[src/rtl/mult_div_pkg.sv]
// Shared types and sizing for the iterative multiply/divide unit.
//   op_e    : operation code carried on the op bus (MULTU, MULT, DIVU, DIV)
//   state_e : sequencer state
//   CNT_W   : iteration counter width for the default 32-bit build
package mult_div_pkg;

   typedef enum logic [1:0] {
      OP_MULTU = 2'd0,
      OP_MULT  = 2'd1,
      OP_DIVU  = 2'd2,
      OP_DIV   = 2'd3
   } op_e;

   typedef enum logic [1:0] {
      ST_IDLE = 2'd0,
      ST_PREP = 2'd1,
      ST_RUN  = 2'd2,
      ST_FIX  = 2'd3
   } state_e;

   // Counter must hold WIDTH-1.
   function automatic int cnt_width(input int w);
      return (w > 1) ? $clog2(w) : 1;
   endfunction

   localparam int MD_WIDTH = 32;
   localparam int CNT_W    = cnt_width(MD_WIDTH);

endpackage

[src/rtl/mult_div_unit_if.sv]
// Issue/result bundle between the pipeline and the multiply/divide unit.
//   master (pipeline): drives start, op, operandA, operandB, abort
//   slave  (unit)    : drives busy, done, hi, lo, divByZero
interface mult_div_unit_if #(parameter int WIDTH = 32);

   logic             start;
   logic [1:0]       op;
   logic [WIDTH-1:0] operandA;
   logic [WIDTH-1:0] operandB;
   logic             abort;
   logic             busy;
   logic             done;
   logic [WIDTH-1:0] hi;
   logic [WIDTH-1:0] lo;
   logic             divByZero;

   modport master (
      output start, op, operandA, operandB, abort,
      input  busy, done, hi, lo, divByZero
   );

   modport slave (
      input  start, op, operandA, operandB, abort,
      output busy, done, hi, lo, divByZero
   );

endinterface

[src/rtl/add_sub_nbits.sv]
// Shared adder/subtractor.
//   sub   : 0 -> sum = a + b, 1 -> sum = a - b
//   a, b  : WIDTH-bit operands
//   sum   : WIDTH-bit result
//   carry : carry out; when subtracting, 1 means a >= b (no borrow)
module add_sub_nbits #(
   parameter int WIDTH = 33
) (
   input  logic             sub,
   input  logic [WIDTH-1:0] a,
   input  logic [WIDTH-1:0] b,
   output logic [WIDTH-1:0] sum,
   output logic             carry
);

   logic [WIDTH-1:0] b_eff;

   assign b_eff        = sub ? ~b : b;
   assign {carry, sum} = {1'b0, a} + {1'b0, b_eff} + {{WIDTH{1'b0}}, sub};

endmodule

[src/rtl/mult_div_unit.sv]
// Iterative MULT/MULTU/DIV/DIVU unit with internal HI/LO registers.
// One bit per cycle through a single WIDTH+1 adder/subtractor; every
// operation takes WIDTH+2 cycles from start to done.
//   clock, resetN : rising-edge clock, asynchronous active-low reset
//   bus (slave)   : start/op/operandA/operandB/abort in,
//                   busy/done/hi/lo/divByZero out (all registered)
//
// state   | meaning
// --------+------------------------------------------------------------
// ST_IDLE | waiting; start latches op and operands
// ST_PREP | take operand magnitudes, record result signs, load counter
// ST_RUN  | one multiply/divide bit per cycle until counter hits 0
// ST_FIX  | apply signs (or divide-by-zero result), load HI/LO, done
module mult_div_unit
   import mult_div_pkg::*;
#(
   parameter int WIDTH = MD_WIDTH
) (
   input  logic            clock,
   input  logic            resetN,
   mult_div_unit_if.slave  bus
);

   localparam int             CW       = cnt_width(WIDTH);
   localparam logic [CW-1:0]  CNT_LOAD = CW'(WIDTH - 1);

   state_e           state_q, state_d;
   op_e              op_q, op_d;
   logic [WIDTH-1:0] a_q, a_d, b_q, b_d;
   logic [WIDTH-1:0] opnd_q, opnd_d;
   logic [WIDTH-1:0] acc_hi_q, acc_hi_d, acc_lo_q, acc_lo_d;
   logic [CW-1:0]    cnt_q, cnt_d;
   logic             neg_q, neg_d, neg_rem_q, neg_rem_d;
   logic             busy_q, busy_d, done_q, done_d, dbz_q, dbz_d;
   logic [WIDTH-1:0] hi_q, hi_d, lo_q, lo_d;

   logic             is_div, is_signed, a_neg, b_neg;
   logic [WIDTH-1:0] abs_a, abs_b;
   logic [WIDTH:0]   as_a, as_b, as_sum;
   logic             as_carry;
   logic [2*WIDTH-1:0] prod_mag, prod_res;

   assign is_div    = (op_q == OP_DIVU) || (op_q == OP_DIV);
   assign is_signed = (op_q == OP_MULT) || (op_q == OP_DIV);
   assign a_neg     = is_signed & a_q[WIDTH-1];
   assign b_neg     = is_signed & b_q[WIDTH-1];
   assign abs_a     = a_neg ? -a_q : a_q;
   assign abs_b     = b_neg ? -b_q : b_q;

   // Multiply adds the multiplicand into the high half; divide subtracts
   // the divisor from the partial remainder with the next dividend bit
   // shifted in.
   assign as_a = is_div ? {acc_hi_q, acc_lo_q[WIDTH-1]} : {1'b0, acc_hi_q};
   assign as_b = {1'b0, opnd_q};

   add_sub_nbits #(.WIDTH(WIDTH + 1)) u_add_sub (
      .sub   (is_div),
      .a     (as_a),
      .b     (as_b),
      .sum   (as_sum),
      .carry (as_carry)
   );

   assign prod_mag = {acc_hi_q, acc_lo_q};
   assign prod_res = neg_q ? -prod_mag : prod_mag;

   always_ff @(posedge clock or negedge resetN) begin
      if (!resetN) begin
         state_q   <= ST_IDLE;
         op_q      <= OP_MULTU;
         a_q       <= '0;
         b_q       <= '0;
         opnd_q    <= '0;
         acc_hi_q  <= '0;
         acc_lo_q  <= '0;
         cnt_q     <= '0;
         neg_q     <= 1'b0;
         neg_rem_q <= 1'b0;
         busy_q    <= 1'b0;
         done_q    <= 1'b0;
         dbz_q     <= 1'b0;
         hi_q      <= '0;
         lo_q      <= '0;
      end else begin
         state_q   <= state_d;
         op_q      <= op_d;
         a_q       <= a_d;
         b_q       <= b_d;
         opnd_q    <= opnd_d;
         acc_hi_q  <= acc_hi_d;
         acc_lo_q  <= acc_lo_d;
         cnt_q     <= cnt_d;
         neg_q     <= neg_d;
         neg_rem_q <= neg_rem_d;
         busy_q    <= busy_d;
         done_q    <= done_d;
         dbz_q     <= dbz_d;
         hi_q      <= hi_d;
         lo_q      <= lo_d;
      end
   end

   always_comb begin
      state_d = state_q;
      case (state_q)
         ST_IDLE: if (bus.start) state_d = ST_PREP;
         ST_PREP: state_d = ST_RUN;
         ST_RUN:  if (cnt_q == '0) state_d = ST_FIX;
         ST_FIX:  state_d = ST_IDLE;
         default: state_d = ST_IDLE;
      endcase
      // Abort cancels in flight and also drops a same-cycle start.
      if (bus.abort) state_d = ST_IDLE;
   end

   always_comb begin
      op_d      = op_q;
      a_d       = a_q;
      b_d       = b_q;
      opnd_d    = opnd_q;
      acc_hi_d  = acc_hi_q;
      acc_lo_d  = acc_lo_q;
      cnt_d     = cnt_q;
      neg_d     = neg_q;
      neg_rem_d = neg_rem_q;
      done_d    = 1'b0;
      dbz_d     = dbz_q;
      hi_d      = hi_q;
      lo_d      = lo_q;
      case (state_q)
         ST_IDLE: begin
            if (bus.start && !bus.abort) begin
               op_d = op_e'(bus.op);
               a_d  = bus.operandA;
               b_d  = bus.operandB;
            end
         end
         ST_PREP: begin
            acc_hi_d  = '0;
            cnt_d     = CNT_LOAD;
            neg_d     = a_neg ^ b_neg;
            neg_rem_d = a_neg;
            opnd_d    = is_div ? abs_b : abs_a;
            acc_lo_d  = is_div ? abs_a : abs_b;
         end
         ST_RUN: begin
            cnt_d = cnt_q - CW'(1);
            if (is_div) begin
               acc_hi_d = as_carry ? as_sum[WIDTH-1:0] : as_a[WIDTH-1:0];
               acc_lo_d = {acc_lo_q[WIDTH-2:0], as_carry};
            end else if (acc_lo_q[0]) begin
               {acc_hi_d, acc_lo_d} = {as_sum, acc_lo_q[WIDTH-1:1]};
            end else begin
               {acc_hi_d, acc_lo_d} = {1'b0, acc_hi_q, acc_lo_q[WIDTH-1:1]};
            end
         end
         ST_FIX: begin
            done_d = 1'b1;
            dbz_d  = 1'b0;
            if (is_div && (b_q == '0)) begin
               lo_d  = '1;
               hi_d  = a_q;
               dbz_d = 1'b1;
            end else if (is_div) begin
               lo_d = neg_q     ? -acc_lo_q : acc_lo_q;
               hi_d = neg_rem_q ? -acc_hi_q : acc_hi_q;
            end else begin
               {hi_d, lo_d} = prod_res;
            end
         end
         default: ;
      endcase
      if (bus.abort) begin
         done_d = 1'b0;
         dbz_d  = dbz_q;
         hi_d   = hi_q;
         lo_d   = lo_q;
      end
      busy_d = (state_d != ST_IDLE);
   end

   assign bus.busy      = busy_q;
   assign bus.done      = done_q;
   assign bus.hi        = hi_q;
   assign bus.lo        = lo_q;
   assign bus.divByZero = dbz_q;

endmodule

[src/flat_wrapper.sv]
// flat-port wrapper written by rule: the top's interface ports become plain ports
module mult_div_unit_flat import mult_div_pkg::*;
#(
   parameter int WIDTH = MD_WIDTH
)
  (clock, resetN, bus_start, bus_op, bus_operandA, bus_operandB, bus_abort, bus_busy, bus_done, bus_hi, bus_lo, bus_divByZero);
  mult_div_unit_if #(.WIDTH(WIDTH)) bus_i ();
  input  logic clock;
  input  logic resetN;
  input wire logic [$bits(bus_i.start)-1:0] bus_start;
  input wire logic [$bits(bus_i.op)-1:0] bus_op;
  input wire logic [$bits(bus_i.operandA)-1:0] bus_operandA;
  input wire logic [$bits(bus_i.operandB)-1:0] bus_operandB;
  input wire logic [$bits(bus_i.abort)-1:0] bus_abort;
  output wire logic [$bits(bus_i.busy)-1:0] bus_busy;
  output wire logic [$bits(bus_i.done)-1:0] bus_done;
  output wire logic [$bits(bus_i.hi)-1:0] bus_hi;
  output wire logic [$bits(bus_i.lo)-1:0] bus_lo;
  output wire logic [$bits(bus_i.divByZero)-1:0] bus_divByZero;
  assign bus_i.start = bus_start;
  assign bus_i.op = bus_op;
  assign bus_i.operandA = bus_operandA;
  assign bus_i.operandB = bus_operandB;
  assign bus_i.abort = bus_abort;
  assign bus_busy = bus_i.busy;
  assign bus_done = bus_i.done;
  assign bus_hi = bus_i.hi;
  assign bus_lo = bus_i.lo;
  assign bus_divByZero = bus_i.divByZero;
  mult_div_unit #(.WIDTH(WIDTH)) u_core (.clock(clock), .resetN(resetN), .bus(bus_i));
endmodule
[config.mk]
export PLATFORM = sky130hd
export DESIGN_NAME = mult_div_unit_flat
export DESIGN_NICKNAME = d
export VERILOG_FILES = /design/src/rtl/mult_div_pkg.sv /design/src/rtl/mult_div_unit_if.sv /design/src/rtl/add_sub_nbits.sv /design/src/rtl/mult_div_unit.sv /design/src/flat_wrapper.sv
export SDC_FILE = /design/constraint.sdc
export NUM_CORES = 1
export LEC_CHECK = 0
export ABC_AREA = 0
export ABC_CLOCK_PERIOD_IN_PS = 4500
export CORE_ASPECT_RATIO = 0.8
export CORE_MARGIN = 2
export CORE_UTILIZATION = 24
export CTS_BUF_LIST = sky130_fd_sc_hd__clkbuf_4 sky130_fd_sc_hd__clkbuf_8 sky130_fd_sc_hd__clkbuf_16
export DETAILED_ROUTE_END_ITERATION = 12
export GPL_TIMING_DRIVEN = 0
export PLACE_DENSITY = 0.42
export SLEW_MARGIN = 0
export SYNTH_ARGS = -nofsm -noshare
export SYNTH_HDL_FRONTEND = slang
export SYNTH_SLANG_ARGS = --single-unit
export TNS_END_PERCENT = 20
[constraint.sdc]
create_clock -name clock -period 4.5 [get_ports clock]
set_input_delay 0.675 -clock clock [delete_from_list [all_inputs] [get_ports clock]]
set_output_delay 0.675 -clock clock [all_outputs]
set_load 0.02 [all_outputs]
; After elaboration in Yosys (flattened, before gate mapping)
; Index checks and enable logic that the tools add are counted.
[op_classes]
addsub = 8
eq_ne = 6
mux = 28
n_bitwise = 5
reduce_logical = 12
[ops]
columns = op, n
row1 = $mux W32, 15
row2 = $neg A32 Y32, 4
row3 = $pmux W32 S2, 2
row4 = $mux W33, 2
row5 = $mux W64, 1
row6 = $neg A64 Y64, 1
row7 = $add A33 B33 Y34, 1
row8 = $add A34 B1 Y34, 1
row9 = $not A32 Y33, 1
row10 = $logic_not A32 Y1, 1
row11 = $pmux W5 S2, 1
row12 = $eq A2 B2 Y1 const B, 4
row13 = $pmux W2 S4, 1
row14 = $mux W2, 3
row15 = $logic_not A5 Y1, 1
row16 = $sub A5 B1 Y5 const B, 1
row17 = $eq A2 B1 Y1 const B, 2
row18 = $reduce_and A2 Y1, 2
row19 = $reduce_bool A2 Y1, 2
row20 = $mux W1, 3
row21 = $and A1 B1 Y1, 2
row22 = $logic_and A1 B1 Y1, 2
row23 = $logic_not A2 Y1, 1
row24 = $logic_or A1 B1 Y1, 2
row25 = 3 further kinds, 3
[word_totals]
ff_bits = 238
in_bits = 70
output_inout_bits = 67
word_cells = 74

; Logic depth before layout (Yosys ltp)
[depth]
ltp_word = 8
depth_mapped = 19
mapped_depth_nobuf = 12

; By module
; Synthesis repeated with hierarchy kept, for this count alone.
[hier_totals]
cells_unflattened = 1945
area_unflattened_um2 = 16754.8
[by_module_without_submodules]
columns = mod, n_inst, cells_each, area_each_um2, seq_area_each_um2
row1 = mult_div_unit, 1, 1640, 14516.4, 5955.7
row2 = add_sub_nbits, 1, 305, 2238.4, 0.0

; Least setup slack after synthesis
; Ideal clock, no wire load.
[synth_path]
path_type = reg-to-reg
from = register u_core.op_q[1]
to = register u_core.acc_hi_q[8]
setup_time_ns = 0.140
t_arrival_ns = 4.618
required_time_ns = 4.360
slack_ns = -0.259
stages_incl_launch_ff = 18
path_buffers = 7
period_less_slack_ns = 4.759
cell_sequence = dfrtp_1 -> clkbuf_1 -> buf_1 -> clkbuf_1 -> clkbuf_1 -> buf_1 -> xor2_1 -> ha_1 -> a21o_1 -> o2bb2ai_1 -> o21ai_0 -> a21bo_2 -> a32oi_1 -> clkbuf_1 -> clkbuf_1 -> nand3_1 -> o221ai_1 -> o22ai_1
[synth_between]
elab_chain_len = 8
elab_cells_between_ends = 11
cone_classes = 2 x add/sub / 2 x eq/ne / 6 x mux / 1 x reduce/logical
[synth_rtl]
columns = element, line_no
row1 = from (decl), mult_div_unit.sv:28  ; op_e op_q, op_d;
row2 = from (signal assigned), mult_div_unit.sv:86  ; op_q <= op_d;
row3 = $eq A2 B2 Y1, mult_div_unit.sv:43  ; assign is_div = (op_q == OP_DIVU) || (op_q == OP_DIV);
row4 = $logic_or A1 B1 Y1 (*), mult_div_unit.sv:43
row5 = "$mux W33, on equally long branches", "mult_div_unit.sv:53, add_sub_nbits.sv:18"
row6 = $add A33 B33 Y34, add_sub_nbits.sv:19  ; assign {carry, sum} = {1'b0, a} + {1'b0, b_eff} + {{WIDTH{1'b0}}, sub};
row7 = $add A34 B1 Y34, add_sub_nbits.sv:19
row8 = "$mux W32, on equally long branches", "mult_div_unit.sv:151, mult_div_unit.sv:149"
row9 = $mux W32 (*), mult_div_unit.sv:148  ; if (is_div) begin
row10 = $pmux W32 S2 (*), mult_div_unit.sv:130  ; case (state_q)
row11 = to (signal assigned), mult_div_unit.sv:90  ; acc_hi_q <= acc_hi_d;
row12 = to (decl), mult_div_unit.sv:31  ; logic [WIDTH-1:0] acc_hi_q, acc_hi_d, acc_lo_q, acc_lo_d;
; Mark *: on every way between the ends. The rest lies on a longest branch, timed or not.
; A chain may end at the register's enable or synchronous reset.

; Worst setup path in the final report
[layout_path]
from = register u_core.op_q[1]
to = register u_core.acc_hi_q[22]
; Same word-level chain as after synthesis.

==> metrics.txt <==
status=finished, final reports clean; cell internal pwr=7.84 mW; clock network latency to the later pin of the worst-skew pair=580 ps; utilization after layout=29.8%; P_leak=8.07 nW; Port Buf Inserts=around 140; wire per inst=around 24 µm; maximum clock insertion buffer count=3; Initial Util=24.2%; Final setup viols=0; syn nets=approximately 1900; share of cells above drive strength 1=12.9%; hpwl dp=55500 µm; routed wire length on met3=a little under 5000 µm; ys async rst share=100%; die area=0.0696 mm²; register share of total power=26.3%; Setup TNS=0 ps; worst min path class=in2async; Clock Power Share=between 10% and 20%; minimum clock period after layout=4340 ps; site row count=85; Die W=294 µm; Main synth FF type=dfrtp_1; unique cell type count in the Yosys netlist=73; Combinational Power Share=between 50% and 60%; CP Launch Type=flop; clk slew on worst S/H paths=approximately 70 ps; Routed Wire Length=70300 µm; total CTS buffers=29; Worst Skew=approximately 17 ps; FF+latch count, synth=238; DRT iter0 DRCs=1601; Min Hold Slack=~120 ps; core area=0.0670 mm²; Switching Fraction=48.7%; drt pass-1 iters=6; number of global-route vias before repair=14700; Crit path largest cell delay=510 ps; H-tree depth=1; PnR worst setup slack=around 160 ps; Setup CP Type=reg2reg; Root Buffer=clkbuf_16; fin area=0.0200 mm²; Cell Area, Placed=0.0187 mm²; CP top delay family=compound AO/OA/AOI/OAI gates; relative slew slack=27.5%; Max IR drop VDD=0.000278 V; Placer Congestion=0.912; sequential area share after synthesis=36.8%; most frequent cells in the layout=237 x dfrtp_1, 170 x nand2_1, 158 x nor2_1, 135 x clkdlybuf4s50_1; Critical Path Sink Type=flop; crit-path max FO=19; most common cell after layout, fill and taps aside=dfrtp_1; I/O pin count=roughly 140; pwr/cell area=766 mW/mm²; initial antenna violation count=2; CP Buf/Inv Count=4; Period Utilization, post-route=96.5%; fill count=7095; GR Overflow Total=0; first-pass GRT wire length=102000 µm; yosys warns=0; Arrival @ worst endpoint=around 4800 ps; # placed instances=around 2800; Design Power=15.3 mW; total clock sinks=238; Final Hold Fails=0; Syn Area/Cell=8.97 µm²; non-filler cells, final=2871; ANT cells=0; Data required, critical path=just under 5000 ps; Final ANT Viol Nets=0; Post-synth EDFFs=0; Layout area overhead=23.2%; max_cap viols=0; CTS tree=yes; Net Switching=between 7 and 8 mW; Mapped Area=~0.016 mm²; sequence of cells on the critical path=clkbuf_8, buf_12, buf_4, buf_4, o21ai_0, fa_1, a21oi_4, o21ai_1, a211o_1, o21a_1, a41o_1, a21oi_1, xnor2_1, o21ai_0, o32ai_1; Mapped Cells=1805; Worst Tran Pin Value=1090 ps; largest net degree at the start of global routing=87; vias=15100; Post-Place Worst Slack=-2930 ps; Max Used Layer=met4; Routed met2 length=between 20000 and 30000 µm; slowest CP cell=fa_1; # DRC=0; met1 wire length=34800 µm; total track usage=19.9%; Vias per Instance=approximately 5.3; DIE HEIGHT=236 µm; fin nets=2091; FMAX=230 MHz; Pins Over Slew Limit=0
-- cell usage after synthesis, types with 18 or more instances --
library cell | number | area [µm²]
ha_1 | 40 | 500
mux2i_1 | 25 | 250
o21ai_0 | 115 | 576
inv_1 | 58 | 218
a21oi_1 | 118 | 591
nand3_1 | 40 | 200
nor3_1 | 37 | 185
o31ai_1 | 21 | 158
mux2_2 | 99 | 1110
a31oi_1 | 25 | 156
nand2_1 | 171 | 642
mux4_2 | 31 | 698
nor2_1 | 158 | 593
nor4_1 | 19 | 119
or3_1 | 18 | 113
dfrtp_1 | 238 | 5960
xor2_1 | 100 | 876
a21o_1 | 21 | 158
o22ai_1 | 26 | 163
clkbuf_1 | 93 | 349
xnor2_1 | 76 | 666
o21ai_1 | 63 | 315
-- logic make-up (layout without fill, tap and decap cells) --
logic type	count (synthesis)	count (layout)	synth area share, %
AND/OR/NAND/NOR	529	529	15.2
XOR/XNOR	176	176	9.52
AO/OA/AOI/OAI	490	490	18.3
multiplexers	157	157	12.9
flip-flops	238	238	36.8
buffers and inverters	174	370	4.08
adder cells (fa/ha/maj)	41	41	3.21
-- power groups by stage --
stage                     registers, mW  clock network, mW  logic, mW
after floorplan                    3.90                  0       5.27
after global placement             4.04                  0       8.45
after detailed placement           4.04                  0       8.45
after CTS                          4.01               2.53       8.59
after global routing               4.12               2.60       9.51
final                              4.02               2.47       8.80
-- flip-flops by register name, summed over array words and instances (netlist names) --
name and cells:
u_core.a_q 32, u_core.acc_hi_q 32, u_core.acc_lo_q 32, u_core.b_q 32, u_core.bus.hi 32, u_core.bus.lo 32, u_core.opnd_q 32, u_core.cnt_q 5
u_core.op_q 2, u_core.state_q 2, u_core.bus.busy 1, u_core.bus.divByZero 1, u_core.bus.done 1, u_core.neg_q 1, u_core.neg_rem_q 1
-- timing repair --
action                     4_1_cts  5_1_grt
setup buffers                    4        5
hold buffers                     0        0
pin swaps                        2        9
setup endpoints to repair       33       33
resized for setup               44       21
-- cell type report --
class | instances | area, µm² | area share, %
multi-input cells | 1393 | 9690 | 48.6
flip-flops and latches | 238 | 5960 | 29.9
repair buffers | 147 | 1490 | 7.46
well taps | 870 | 1090 | 5.46
clock buffers | 35 | 796 | 3.99
plain buffers | 112 | 524 | 2.63
inverters | 59 | 221 | 1.11
clock inverters | 17 | 186 | 0.934
-- worst paths after layout --
path,cells past startpoint,to,startpoint,slack [ps]
setup reg to reg,15,u_core.acc_hi_q[22],u_core.op_q[1],160
min in group clock,2,u_core.bus.hi[22],u_core.bus.hi[22],480
hold / removal,1,u_core.bus.hi[10],resetN,120
setup / recovery,15,u_core.acc_hi_q[22],u_core.op_q[1],160
max in group asynchronous,3,u_core.b_q[13],resetN,3070
hold reg to reg,2,u_core.bus.hi[22],u_core.bus.hi[22],480
-- worst register-to-register path: stages (launching register included) --
cell and delay, ps:
dfrtp_2 430, clkbuf_8 240, buf_12 210, buf_4 260
buf_4 240, o21ai_0 170, fa_1 510, a21oi_4 200
o21ai_1 120, a211o_1 330, o21a_1 240, a41o_1 310
a21oi_1 170, xnor2_1 270, o21ai_0 170, o32ai_1 330
-- layer usage --
metal | vias to the layer above | GRT usage [%]
met5 | - | 0
met1 | 7632 | 30.9
li1 | 6858 | -
met4 | 0 | 3.56
met2 | 553 | 28.7
met3 | 58 | 3.05
Power figures use the tool's default switching activity.
